File: config.mk
export PLATFORM = sky130hd
export DESIGN_NAME = imm_gen_pipe_flat
export DESIGN_NICKNAME = d
export VERILOG_FILES = /design/src/rtl/imm_gen_pipe_if.sv /design/src/rtl/imm_gen_pipe.sv /design/src/flat_wrapper.sv
export SDC_FILE = /design/constraint.sdc
export NUM_CORES = 1
export LEC_CHECK = 0
export CORE_MARGIN = 1.5
export CORE_UTILIZATION = 45
export DETAILED_ROUTE_END_ITERATION = 10
export GPL_TIMING_DRIVEN = 0
export PLACE_DENSITY = 0.75
export SLEW_MARGIN = 20
export SYNTH_ARGS = -nofsm -noshare
export SYNTH_HDL_FRONTEND = slang
export SYNTH_SLANG_ARGS = --single-unit
File: constraint.sdc
create_clock -name clk -period 2.3 [get_ports clk]
set_input_delay 0.46 -clock clk [delete_from_list [all_inputs] [get_ports clk]]
set_output_delay 0.46 -clock clk [all_outputs]
set_load 0.01 [all_outputs]
File: src/rtl/imm_gen_pipe_if.sv
// Stream bundle for the decode-stage immediate generator.
//   flush      : synchronous discard of every buffered entry
//   in_valid   : instr/imm_src carry a word
//   in_ready   : generator can take a word this cycle
//   instr      : 32-bit instruction word
//   imm_src    : format code (000 I, 001 S, 010 B, 011 U, 100 J, 101 jalr, 11x illegal)
//   out_valid  : imm_ext/imm_type/illegal carry a result
//   out_ready  : consumer takes the result this cycle
//   imm_ext    : sign-extended immediate, XLEN bits
//   imm_type   : resolved format code (111 when illegal)
//   illegal    : unknown format, imm_ext forced to zero
// master = producer/consumer side, slave = the generator.
interface imm_gen_pipe_if #(
    parameter int unsigned XLEN = 32
) ();
    logic            flush;
    logic            in_valid;
    logic            in_ready;
    logic [31:0]     instr;
    logic [2:0]      imm_src;
    logic            out_valid;
    logic            out_ready;
    logic [XLEN-1:0] imm_ext;
    logic [2:0]      imm_type;
    logic            illegal;

    modport master (
        output flush, in_valid, instr, imm_src, out_ready,
        input  in_ready, out_valid, imm_ext, imm_type, illegal
    );

    modport slave (
        input  flush, in_valid, instr, imm_src, out_ready,
        output in_ready, out_valid, imm_ext, imm_type, illegal
    );
endinterface

File: src/rtl/imm_gen_pipe.sv
// Registered RV32I immediate generator with a 2-entry skid buffer.
// Immediate extraction is combinational on the input word; the result is
// captured either into the output register or, when the output is stalled,
// into a single skid entry. Order is FIFO, throughput 1/cycle, latency 1.
// Ports:
//   clk  : rising-edge clock
//   rst  : asynchronous active-high reset
//   bus  : imm_gen_pipe_if.slave stream bundle (see interface header)
// Parameters:
//   XLEN        : 32 or 64, width of imm_ext
//   AUTO_DECODE : 1 derives the format from instr[6:0], 0 uses imm_src
module imm_gen_pipe #(
    parameter int unsigned XLEN        = 32,
    parameter bit          AUTO_DECODE = 1'b0
) (
    input logic           clk,
    input logic           rst,
    imm_gen_pipe_if.slave bus
);

    typedef enum logic [2:0] {
        FMT_I    = 3'b000,
        FMT_S    = 3'b001,
        FMT_B    = 3'b010,
        FMT_U    = 3'b011,
        FMT_J    = 3'b100,
        FMT_JALR = 3'b101,
        FMT_ILL  = 3'b111
    } fmt_e;

    typedef struct packed {
        logic [XLEN-1:0] imm;
        fmt_e            fmt;
        logic            ill;
    } entry_t;

    fmt_e        fmt_src;
    fmt_e        fmt_opc;
    fmt_e        fmt;
    logic [31:0] imm32;
    entry_t      entry_in;

    entry_t      out_q;
    entry_t      skid_q;
    logic        out_valid_q;
    logic        skid_valid_q;
    logic        in_ready_q;

    logic        in_hs;
    logic        out_free;

    // Format from the explicit code; 11x is illegal.
    always_comb begin
        fmt_src = FMT_ILL;
        case (bus.imm_src)
            3'b000:  fmt_src = FMT_I;
            3'b001:  fmt_src = FMT_S;
            3'b010:  fmt_src = FMT_B;
            3'b011:  fmt_src = FMT_U;
            3'b100:  fmt_src = FMT_J;
            3'b101:  fmt_src = FMT_JALR;
            default: fmt_src = FMT_ILL;
        endcase
    end

    // Format from the opcode field.
    always_comb begin
        fmt_opc = FMT_ILL;
        case (bus.instr[6:0])
            7'b0010011,
            7'b0000011,
            7'b1110011: fmt_opc = FMT_I;
            7'b1100111: fmt_opc = FMT_JALR;
            7'b0100011: fmt_opc = FMT_S;
            7'b1100011: fmt_opc = FMT_B;
            7'b0110111,
            7'b0010111: fmt_opc = FMT_U;
            7'b1101111: fmt_opc = FMT_J;
            default:    fmt_opc = FMT_ILL;
        endcase
    end

    assign fmt = AUTO_DECODE ? fmt_opc : fmt_src;

    // 32-bit immediate; every format is sign-correct at bit 31, so a single
    // signed widening covers XLEN=64 (including U, which carries instr[31]).
    always_comb begin
        imm32 = '0;
        case (fmt)
            FMT_I, FMT_JALR:
                imm32 = {{20{bus.instr[31]}}, bus.instr[31:20]};
            FMT_S:
                imm32 = {{20{bus.instr[31]}}, bus.instr[31:25], bus.instr[11:7]};
            FMT_B:
                imm32 = {{19{bus.instr[31]}}, bus.instr[31], bus.instr[7],
                         bus.instr[30:25], bus.instr[11:8], 1'b0};
            FMT_U:
                imm32 = {bus.instr[31:12], 12'h000};
            FMT_J:
                imm32 = {{11{bus.instr[31]}}, bus.instr[31], bus.instr[19:12],
                         bus.instr[20], bus.instr[30:21], 1'b0};
            default:
                imm32 = '0;
        endcase
    end

    always_comb begin
        entry_in     = '0;
        entry_in.imm = XLEN'($signed(imm32));
        entry_in.fmt = fmt;
        entry_in.ill = (fmt == FMT_ILL);
    end

    assign in_hs    = bus.in_valid & in_ready_q;
    // Output register can be loaded when empty or being drained this cycle.
    assign out_free = ~out_valid_q | bus.out_ready;

    always_ff @(posedge clk or posedge rst) begin
        if (rst) begin
            out_q        <= '0;
            skid_q       <= '0;
            out_valid_q  <= 1'b0;
            skid_valid_q <= 1'b0;
            in_ready_q   <= 1'b1;
        end else if (bus.flush) begin
            out_valid_q  <= 1'b0;
            skid_valid_q <= 1'b0;
            in_ready_q   <= 1'b1;
        end else if (out_free) begin
            // in_ready_q is low whenever skid holds data, so in_hs and a
            // full skid never coincide here.
            if (skid_valid_q) begin
                out_q        <= skid_q;
                out_valid_q  <= 1'b1;
                skid_valid_q <= 1'b0;
                in_ready_q   <= 1'b1;
            end else if (in_hs) begin
                out_q       <= entry_in;
                out_valid_q <= 1'b1;
            end else begin
                out_valid_q <= 1'b0;
            end
        end else if (in_hs) begin
            skid_q       <= entry_in;
            skid_valid_q <= 1'b1;
            in_ready_q   <= 1'b0;
        end
    end

    assign bus.in_ready  = in_ready_q;
    assign bus.out_valid = out_valid_q;
    assign bus.imm_ext   = out_q.imm;
    assign bus.imm_type  = out_q.fmt;
    assign bus.illegal   = out_q.ill;

endmodule

File: src/flat_wrapper.sv
// flat-port wrapper written by rule: the top's interface ports become plain ports
module imm_gen_pipe_flat 
#(
    parameter int unsigned XLEN        = 32,
    parameter bit          AUTO_DECODE = 1'b0
)
  (clk, rst, bus_flush, bus_in_valid, bus_instr, bus_imm_src, bus_out_ready, bus_in_ready, bus_out_valid, bus_imm_ext, bus_imm_type, bus_illegal);
  imm_gen_pipe_if #(.XLEN(XLEN)) bus_i ();
  input logic clk;
  input logic rst;
  input wire logic [$bits(bus_i.flush)-1:0] bus_flush;
  input wire logic [$bits(bus_i.in_valid)-1:0] bus_in_valid;
  input wire logic [$bits(bus_i.instr)-1:0] bus_instr;
  input wire logic [$bits(bus_i.imm_src)-1:0] bus_imm_src;
  input wire logic [$bits(bus_i.out_ready)-1:0] bus_out_ready;
  output wire logic [$bits(bus_i.in_ready)-1:0] bus_in_ready;
  output wire logic [$bits(bus_i.out_valid)-1:0] bus_out_valid;
  output wire logic [$bits(bus_i.imm_ext)-1:0] bus_imm_ext;
  output wire logic [$bits(bus_i.imm_type)-1:0] bus_imm_type;
  output wire logic [$bits(bus_i.illegal)-1:0] bus_illegal;
  assign bus_i.flush = bus_flush;
  assign bus_i.in_valid = bus_in_valid;
  assign bus_i.instr = bus_instr;
  assign bus_i.imm_src = bus_imm_src;
  assign bus_i.out_ready = bus_out_ready;
  assign bus_in_ready = bus_i.in_ready;
  assign bus_out_valid = bus_i.out_valid;
  assign bus_imm_ext = bus_i.imm_ext;
  assign bus_imm_type = bus_i.imm_type;
  assign bus_illegal = bus_i.illegal;
  imm_gen_pipe #(.XLEN(XLEN), .AUTO_DECODE(AUTO_DECODE)) u_core (.clk(clk), .rst(rst), .bus(bus_i));
endmodule
# Word-level counts from Yosys, hierarchy flattened
# Index checks and enable logic that the tools add are counted.
totals:
  register_bits: 75
  inputBits: 40
  elab_cells: 50
classes:
  n_eq_ne: 12
  mux: 15
  bitwise_logic: 5
  reduce_logical: 9
ops:
  columns: ["operator", "count"]
  rows:
  - ["$pmux 32 s5", 1]
  - ["$mux 36", 2]
  - ["$pmux 3 s6", 1]
  - ["$eq 3x3->1 const B", 5]
  - ["$eq 3x2->1 const B", 4]
  - ["$mux 1", 11]
  - ["$eq 3x1->1 const B", 2]
  - ["$logic_not 3->1", 2]
  - ["$reduce_and 3->1", 2]
  - ["$reduce_bool 2->1", 2]
  - ["$ne 3x2->1 const B", 1]
  - ["$not 1->1", 3]
  - ["$reduce_bool 3->1", 1]
  - ["$reduce_and 2->1", 1]
  - ["$reduce_or 2->1", 1]
  - ["$and 1x1->1", 1]
  - ["$or 1x1->1", 1]

# Logic depth before layout (Yosys ltp)
# Gate-level depths: netlist of run 1.
logic_depth:
  depth_word: 7
  depth_mapped: 7
  mapped_depth_nobuf: 4

# Least setup slack after synthesis of run 1
# OpenSTA, ideal clock, no wires.
synth_timing:
  path_kind: "input-to-reg"
  from: "in bus_out_ready"
  to: "reg u_core.skid_q[8] (netlist name)"
  arrival_ns: 1.498
  path_stages: 6
  path_slack_ns: 0.680
  required_time_ns: 2.177
  path_cell_list: "or3b_4 > or2_1 > buf_4 > buf_6 > nand2_1 > o21ai_2"
synth_via:
  elab_chain_len: 3
synth_lines:
  columns: ["element", "line_no", "text"]
  rows:
  - ["from (decl)", "flat_wrapper.sv:15", "input wire logic [$bits(bus_i.out_ready)-1:0] bus_out_ready;"]
  - ["$or 1x1->1", "imm_gen_pipe.sv:116", "assign out_free = ~out_valid_q | bus.out_ready;"]
  - ["$not 1->1 (no source line)", null, null]
  - ["$reduce_and 3->1 (no source line)", null, null]
  - ["to (signal assigned)", "imm_gen_pipe.sv:144", "skid_q <= entry_in;"]
  - ["to (decl)", "imm_gen_pipe.sv:44", "entry_t skid_q;"]
# No other way between the ends.
# A chain may end at the register's enable or synchronous reset.

# Final worst setup path of run 1
layout_timing:
  from: "in bus_in_valid"
  to: "reg u_core.out_q, in the netlist u_core.bus.imm_ext[2]"
layout_via:
  elab_chain_len: 3
layout_lines:
  columns: ["element", "line_no", "text"]
  rows:
  - ["from (decl)", "flat_wrapper.sv:12", "input wire logic [$bits(bus_i.in_valid)-1:0] bus_in_valid;"]
  - ["$and 1x1->1", "imm_gen_pipe.sv:114", "assign in_hs = bus.in_valid & in_ready_q;"]
  - ["$reduce_bool 2->1 (no source line)", null, null]
  - ["$reduce_and 3->1 (no source line)", null, null]
  - ["to (signal assigned)", "imm_gen_pipe.sv:133", "out_q <= skid_q;"]
  - ["to (signal assigned)", "imm_gen_pipe.sv:138", "out_q <= entry_in;"]
  - ["to (decl)", "imm_gen_pipe.sv:43", "entry_t out_q;"]
# No other way between the ends.

==> impl_metrics.yaml, run 1 <==
global_route:
  grt_max_degree: 33
  grtUsageTotal: 0.239
  grt_pass1_wl_mm: 15.6
  grt-ovfl-total: 0
  first_global_vias: 3183
  antenna_found_initial: 0
worst_setup_path:
  crit_fanout: 10
  cp_top_family: "buffers and inverters"
  path_cells: "clkdlybuf4s50_1 > a21oi_1 > or3_1 > clkbuf_1 > clkbuf_1 > nand2_1 > o211ai_1"
  critPathSlowestCell: "clkbuf_1"
  startpoint: "bus_in_valid"
  crit_required_ps: 2560
  slowest_delay_ps: 450
  r2r-start: "u_core.bus.in_ready"
  worstPathArrival_ps: 2220
  crit_type: "primary input to flop"
  crit_top_cell: "clkbuf_1"
  cp-end-kind: "flop"
  critPathLaunchType: "primary input"
  critPathBufInv: 3
clock_network:
  cts_setup_buffers: 0
  cts_num_sinks: 75
  clock-root-buffer: "clkbuf_8"
  clk_pin_slew_ps: 80
  cts_resized: 0
  cts_buffer_depth: 2
  cts_tree: "yes"
  htreeDepth: 3
  clk_latency_ps: 350
  numCtsBuffers: 9
  cts_hold_buffers: 0
routing:
  drt.antenna.violating_nets: 0
  firstDrtPassIters: 5
  drtIter0Drc: 233
  vias: 3320
  wl_per_cell_um: 16.6
  vias_per_cell: 5.66
  drc: 0
  finalWirelength_mm: 9.73
sta:
  finalHoldViolations: 0
  period_minus_slack_ps: 1960
  final-max-slew-violation-count: 0
  fin_worst_skew_ps: 7.42
  setup_ws_ps: 336
  max_freq_mhz: 509
  tightest_slew_ps: 604
  setup_violations: 0
  setup_tns_ps: 0
  rsz0062_at_grt: "no"
  fin_crit_sh: 0.854
  slew_headroom: 0.597
yosys:
  ys_types: 36
  syn_nets: 437
  synth_cells: 397
  syn-cell-area_sq_um: 3570
  yosys_warnings: 0
  ys_seq_area_frac: 0.527
  synth_top_cells_by_area: "dfrtp_1 52%, nand2_1 8.3%, a21oi_1 3.8%"
  ys_ff_latch: 75
  yosysTopAreaCellShare: 0.519
  syn_avg_cell_area_sq_um: 8.98
  synth_top_area_cell: "dfrtp_1"
final_layout:
  final_cell_mix: "79 x nand2_1, 74 x dfrtp_1, 70 x clkdlybuf4s50_1"
  area_growth_syn_to_layout_pct: 30.3
  fill_cells: 685
  finalNonFillerCells: 587
  finish.utilization: 0.604
  nNetsFinal: 520
  layout_commonest_cell: "nand2_1"
  drive_gt1_frac: 0.101
  antenna_cells: 0
pwr:
  leakage_nw: 2.00
  p_per_area_nw_per_um2: 817
  peakVddDrop_mv: 0.467
die:
  rows: 32
  core_sq_um: 7690
  ios: 78
  fp.dieH_um: 92.0
  die-area_sq_um: 8470
  initial_core_util: 0.464
  die_x_um: 92.0
run_status:
  outcome: "completed"
placement:
  gp_congestion: 0.923
  dp_hpwl_mm: 6.94
  preCtsSetupSlack_ps: 7.02
  dp_cells: 571
  io_buffers: 70
min_path:
  hold_class: "primary input to async pin"
run:
  drv_cap: 0
[synthesized netlist by cell type, drive strengths merged]
| cell | count |
|---|---|
| dfrtp | 74 |
| nand2 | 79 |
| mux2i | 3 |
| inv | 13 |
| xnor2 | 1 |
| clkbuf | 18 |
| o311a | 8 |
| nor3 | 1 |
| nor2b | 2 |
| nand3 | 25 |
| nand2b | 3 |
| buf | 15 |
| or3 | 1 |
| a22oi | 4 |
| or3b | 1 |
| a21o | 1 |
| nor2 | 28 |
| and3 | 1 |
| or2 | 1 |
| nand3b | 2 |
| a31oi | 20 |
| nor3b | 1 |
| o211ai | 13 |
| a221oi | 1 |
| o22ai | 1 |
| a31o | 2 |
| o21ai | 48 |
| nand4 | 2 |
| dfstp | 1 |
| a21oi | 27 |
[stage by stage]
step | total power, mW | cell area, sq um | hold slack (ps)
final | 3.80 | 4650 | 453
after global routing | 3.99 | 4650 | 494
after CTS | 3.81 | 4650 | 457
after detailed placement | 2.73 | 4440 | 466
after global placement | 2.69 | 4400 | 459
after floorplan | 2.26 | 3570 | 444
[where the power goes]
group          internal [mW]  switching [mW]
combinational          0.474           0.459
sequential              1.62           0.164
clock                  0.604           0.479
[registers in the layout, summed over array words and instances, names as in the netlist]
signal / cells
u_core.skid_valid_q: 1
u_core.bus.in_ready: 1
u_core.bus.illegal: 1
u_core.bus.imm_type: 3
u_core.skid_q: 36
u_core.bus.imm_ext: 32
u_core.bus.out_valid: 1
[worst register-to-register path: stages, from the launching register on]
cell and delay (ps):
dfstp_2 570, a21oi_1 100, nor3_2 310, nand2_1 220
clkbuf_1 310, o211ai_1 270
[path summary, 6_finish.rpt]
kind | endpoint | cells past startpoint | slack, ps
min in group clk | u_core.bus.imm_type[2] | 2 | 480
max | u_core.bus.imm_ext[2] | 7 | 340
min | u_core.bus.imm_ext[8] | 2 | 450
max in group asynchronous | u_core.skid_q[13] | 3 | 1370
max reg2reg | u_core.bus.imm_ext[14] | 5 | 420
min reg2reg | u_core.bus.imm_type[2] | 2 | 480
[layout make-up]
class,count,area (sq um),area share
Timing Repair Buffer,72,741,0.159
Sequential cell,75,1880,0.404
Clock inverter,6,80.1,0.0172
Multi-Input combinational cell,276,1470,0.316
Clock buffer,10,128,0.0275
Inverter,13,52.6,0.0113
Buffer,33,169,0.0364
Tap cell,102,128,0.0275
[logic make-up (layout without fill, tap and decap cells)]
group                     count (synthesis)  count (layout)  synth area share
AOI/OAI and AO/OA                       125             125             0.220
xor gates and xnor gates                  1               1           0.00246
buffers and inverters                    46             134            0.0611
DFF                                      75              75             0.527
muxes                                     3               3           0.00842
and+or+nand+nor                         147             147             0.181
[routing by layer]
metal	vias to the layer above	track usage	wire length [um]
met5	-	0	0
met3	20	0.0365	543
met2	128	0.385	4590
li1	1545	-	-
met4	0	0.106	252
met1	1627	0.319	4350
Note: power is estimated with default switching activity, not from simulation.
==> inputs of run 2 (changes only) <==
--- a/config.mk
+++ b/config.mk
@@ -5,11 +5,13 @@
 export SDC_FILE = /design/constraint.sdc
 export NUM_CORES = 1
 export LEC_CHECK = 0
+export CORE_ASPECT_RATIO = 2
 export CORE_MARGIN = 1.5
-export CORE_UTILIZATION = 45
+export CORE_UTILIZATION = 46
 export DETAILED_ROUTE_END_ITERATION = 10
+export GPL_ROUTABILITY_DRIVEN = 0
 export GPL_TIMING_DRIVEN = 0
-export PLACE_DENSITY = 0.75
+export PLACE_DENSITY = 0.77
 export SLEW_MARGIN = 20
 export SYNTH_ARGS = -nofsm -noshare
 export SYNTH_HDL_FRONTEND = slang
==> run 2 against run 1 <==
  * Non-clock buffer count stayed put
  * Setup slack got worse by 180 ps
  * Power is 12% higher
  * Highest routed layer unchanged
==> impl_metrics.yaml, run 2 (synthesized netlist as in run 1, its figures left out) <==
run_status:
  outcome: "completed"
sta:
  period_minus_slack_ps: 2140
  fin_worst_skew_ps: 3.74
  setup_ws_ps: 157
  rsz0062_at_grt: "no"
  fin_crit_sh: 0.932
  finalHoldViolations: 0
  slew_headroom: 0.621
  setup_violations: 0
  final-max-slew-violation-count: 0
  max_freq_mhz: 467
  tightest_slew_ps: 569
clock_network:
  cts_tree: "yes"
  cts_buffer_depth: 2
  cts_hold_buffers: 0
  clk_pin_slew_ps: 60
  cts_resized: 0
  clk_latency_ps: 340
  numCtsBuffers: 9
  htreeDepth: 3
  clock-root-buffer: "clkbuf_16"
  cts_num_sinks: 75
  cts_setup_buffers: 0
worst_setup_path:
  cp_top_family: "buffers and inverters"
  crit_fanout: 10
  worstPathArrival_ps: 2400
  path_cells: "clkdlybuf4s50_1 > a21oi_1 > or3_1 > clkbuf_1 > clkbuf_1 > nand2_1 > o211ai_1"
  slowest_delay_ps: 480
  crit_required_ps: 2550
  crit_type: "primary input to flop"
  r2r-start: "u_core.skid_valid_q"
  critPathLaunchType: "primary input"
  startpoint: "bus_in_valid"
  critPathSlowestCell: "clkbuf_1"
  critPathBufInv: 3
  crit_top_cell: "clkbuf_1"
  cp-end-kind: "flop"
placement:
  preCtsSetupSlack_ps: -169
  io_buffers: 70
  dp_hpwl_mm: 7.44
  dp_cells: 563
die:
  core_sq_um: 7540
  fp.dieH_um: 128
  initial_core_util: 0.473
  die_x_um: 65.3
  rows: 45
  die-area_sq_um: 8320
  ios: 78
pwr:
  p_sw_mw: 1.18
  seqPwrFrac: 0.419
  p_int_mw: 3.07
  p_comb_frac: 0.220
  peakVddDrop_mv: 0.580
  p_per_area_nw_per_um2: 893
  leakage_nw: 2.04
  power.share.switching: 0.277
  clock_power_share: 0.361
global_route:
  antenna_found_initial: 0
  grtUsageTotal: 0.257
  first_global_vias: 3173
  grt-ovfl-total: 0
  grt_max_degree: 35
  grt_pass1_wl_mm: 16.0
final_layout:
  final_cell_mix: "79 x nand2_1, 74 x dfrtp_1, 70 x clkdlybuf4s50_1"
  fill_cells: 650
  nNetsFinal: 520
  area_growth_syn_to_layout_pct: 33.4
  drive_gt1_frac: 0.103
  multi_input_area_sq_um: 1470
  top_register: "u_core.skid_q"
  largest_reg_flops: 36
  antenna_cells: 0
  finalNonFillerCells: 579
  layout_commonest_cell: "nand2_1"
  ff_latch_area_sq_um: 1880
routing:
  vias_per_cell: 5.72
  firstDrtPassIters: 5
  drt.antenna.violating_nets: 0
  drtIter0Drc: 218
  vias: 3309
  finalWirelength_mm: 9.98
  wl_per_cell_um: 17.2
  drc: 0
run:
  drv_cap: 0
min_path:
  hold_class: "primary input to async pin"
## run 2: cell count changes in the layout (fill, tap and decap cells not counted), sizes merged
cell      change
clkinv        -2
clkinvlp      +2
## run 2: worst register-to-register path, delay by kind of cell, from the launching register on
family / cells / cell delay, ps
and+or+nand+nor: 2 / 290
buffers and inverters: 2 / 740
DFF: 1 / 450
AOI/OAI and AO/OA: 2 / 430
## run 2: layer usage
metal  vias up  track usage  wire [um]  share of wire
met5         -            0          0              0
met4         0        0.164        492          0.049
met3        30       0.0343        483          0.048
met2       129        0.438       5500           0.55
met1      1599        0.295       3500           0.35
li1       1551            -          -              -
## run 2: path summary, 6_finish.rpt
check                           cells past startpoint                      to  slack, ps
worst min-delay path                                2  u_core.bus.imm_type[1]        450
worst max-delay path                                7  u_core.bus.imm_ext[17]        160
max in group asynchronous                           3   u_core.bus.imm_ext[6]       1370
min in group clk                                    2  u_core.bus.imm_ext[24]        470
worst min register to register                      2  u_core.bus.imm_ext[24]        470
worst max register to register                      6  u_core.bus.imm_ext[17]        330
## run 2: layout make-up
class | instances | area share
Sequential cell | 75 | 0.395
Multi-Input combinational cell | 276 | 0.309
Timing Repair Buffer | 72 | 0.156
Clock buffer | 10 | 0.0502
Buffer | 33 | 0.0355
Tap cell | 94 | 0.0247
Clock inverter | 6 | 0.0187
Inverter | 13 | 0.0110
## run 2: power groups by stage
stage	logic (mW)	clock network (mW)	registers [mW]
after floorplan	0.431	0	1.83
after global placement	0.905	0	1.79
after detailed placement	0.936	0	1.80
after CTS	0.941	1.54	1.78
after global routing	1.03	1.60	1.81
final	0.933	1.53	1.78
## run 2: metrics by stage
stage | total power [mW] | util | hold slack (ps) | TNS, ps | instance area (sq um)
4_1_cts | 4.26 | 0.630 | 466 | 0 | 4760
5_1_grt | 4.45 | 0.630 | 491 | 0 | 4760
3_5_place_dp | 2.74 | 0.587 | 465 | -2400 | 4430
2_1_floorplan | 2.26 | - | 444 | 0 | 3570
6_report | 4.25 | 0.630 | 451 | 0 | 4760
3_3_place_gp | 2.69 | 0.582 | 460 | -620 | 4390
==> inputs of run 3 (changes only) <==
--- a/config.mk
+++ b/config.mk
@@ -5,13 +5,14 @@
 export SDC_FILE = /design/constraint.sdc
 export NUM_CORES = 1
 export LEC_CHECK = 0
+export CAP_MARGIN = 20
 export CORE_ASPECT_RATIO = 2
 export CORE_MARGIN = 1.5
-export CORE_UTILIZATION = 46
+export CORE_UTILIZATION = 30
 export DETAILED_ROUTE_END_ITERATION = 10
 export GPL_ROUTABILITY_DRIVEN = 0
 export GPL_TIMING_DRIVEN = 0
-export PLACE_DENSITY = 0.77
+export PLACE_DENSITY = 0.54
 export SLEW_MARGIN = 20
 export SYNTH_ARGS = -nofsm -noshare
 export SYNTH_HDL_FRONTEND = slang
==> run 3 against run 2 <==
  * Critical path depth unchanged
  * Critical path type unchanged
  * Core utilization down 22 points
  * Worst hold slack better by 26 ps
  * Via count down 1.4%
  * Count of clock-buffer cells in the layout unchanged
  * Largest power group unchanged
  * Maximum frequency up 3.0%
==> impl_metrics.yaml, run 3 (synthesized netlist as in run 1, its figures left out) <==
die:
  initial_core_util: 0.307
  die_x_um: 80.1
  fp.dieH_um: 157
  core_sq_um: 11600
  die-area_sq_um: 12600
  ios: 78
  rows: 56
run:
  drv_cap: 0
routing:
  vias: 3262
  firstDrtPassIters: 4
  finalWirelength_mm: 10.7
  drc: 0
  vias_per_cell: 5.18
  wl_per_cell_um: 17.0
  drtIter0Drc: 163
  drt.antenna.violating_nets: 0
final_layout:
  fill_cells: 1220
  antenna_cells: 0
  nNetsFinal: 520
  area_growth_syn_to_layout_pct: 35.4
  largest_reg_flops: 36
  layout_commonest_cell: "nand2_1"
  final_cell_mix: "79 x nand2_1, 74 x dfrtp_1, 70 x clkdlybuf4s50_1"
  final_area_sq_um: 4830
  drive_gt1_frac: 0.103
  top_register: "u_core.skid_q"
clock_network:
  htreeDepth: 3
  cts_resized: 0
  cts_tree: "yes"
  numCtsBuffers: 9
  clk_pin_slew_ps: 60
  cts_setup_buffers: 0
  cts_buffer_depth: 2
  clk_latency_ps: 330
  clock-root-buffer: "clkbuf_16"
  cts_hold_buffers: 0
  cts_num_sinks: 75
global_route:
  grt_pass1_wl_mm: 17.2
  antenna_found_initial: 0
  first_global_vias: 3326
  grtUsageTotal: 0.183
  grt_max_degree: 28
  grt-ovfl-total: 0
run_status:
  outcome: "completed"
sta:
  final-max-slew-violation-count: 0
  setup_ws_ps: 219
  period_minus_slack_ps: 2080
  setup_violations: 0
  fin_worst_skew_ps: 10.1
  fin_crit_sh: 0.905
  finalHoldViolations: 0
  tightest_slew_ps: 621
  setup_tns_ps: 0
  hold_ws_ps: 477
  slew_headroom: 0.586
  rsz0062_at_grt: "no"
  max_freq_mhz: 480
worst_setup_path:
  cp-end-kind: "flop"
  crit_required_ps: 2540
  critPathLaunchType: "primary input"
  worstPathArrival_ps: 2330
  ff2ff_path_depth: 6
  crit_type: "primary input to flop"
  crit_fanout: 10
pwr:
  p_per_area_nw_per_um2: 880
  p_sw_mw: 1.17
  clock_power_share: 0.360
  total_power_mw: 4.25
  p_comb_frac: 0.219
  seqPwrFrac: 0.420
  power.share.switching: 0.277
  peakVddDrop_mv: 0.419
  leakage_nw: 2.05
  p_int_mw: 3.07
placement:
  postPlaceCellArea_sq_um: 4500
  io_buffers: 70
  dp_hpwl_mm: 8.21
  preCtsSetupSlack_ps: -144
min_path:
  hold_class: "flop to flop"
  min_path_cells: 2
-- run 3: changes by cell type in the layout (fill, tap and decap cells not counted) --
| cell | previous run | this run |
|---|---|---|
| buf_16 | 0 | 1 |
| buf_12 | 2 | 1 |
-- run 3: cell type report --
cell class | count | area [sq um] | area share
clock inverters | 6 | 88.8 | 0.0184
flip-flops and latches | 75 | 1880 | 0.389
inverters | 13 | 52.6 | 0.0109
well taps | 145 | 181 | 0.0376
multi-input cells | 276 | 1470 | 0.305
repair buffers | 72 | 748 | 0.155
plain buffers | 33 | 169 | 0.0350
clock buffers | 10 | 239 | 0.0495
-- run 3: stage by stage --
step | instances | util
3_3_place_gp | 612 | 0.383
6_report | 630 | 0.415
4_1_cts | 630 | 0.415
2_1_floorplan | 397 | -
5_1_grt | 630 | 0.415
3_5_place_dp | 614 | 0.387
-- run 3: path summary, 6_finish.rpt --
kind	start	end	slack, ps
min in group asynchronous	rst	u_core.bus.imm_ext[6]	540
max reg2reg	u_core.bus.in_ready	u_core.bus.imm_ext[14]	370
max in group asynchronous	rst	u_core.bus.in_ready	960
min reg2reg	u_core.skid_q[35]	u_core.skid_q[35]	480
min	u_core.skid_q[35]	u_core.skid_q[35]	480
max	bus_in_valid	u_core.bus.imm_ext[19]	220
-- run 3: worst max-delay path, cell delays in order --
cell and delay, ps:
clkdlybuf4s50_1 450, a21oi_1 280, or3_1 210, clkbuf_1 240, clkbuf_1 450, nand2_1 120
o211ai_1 110
-- run 3: power groups by stage --
stage          registers, mW  logic (mW)  clock network, mW
3_3_place_gp            1.80       0.915                  0
4_1_cts                 1.79       0.945               1.56
2_1_floorplan           1.83       0.431                  0
5_1_grt                 1.82        1.03               1.62
6_report                1.79       0.930               1.53
3_5_place_dp            1.81       0.941                  0
-- run 3: layer usage --
| layer | part of all wire | global-route usage |
|---|---|---|
| met1 | 0.38 | 0.207 |
| met2 | 0.56 | 0.330 |
| met3 | 0.034 | 0.0342 |
| met4 | 0.026 | 0.0772 |
| met5 | 0 | 0 |
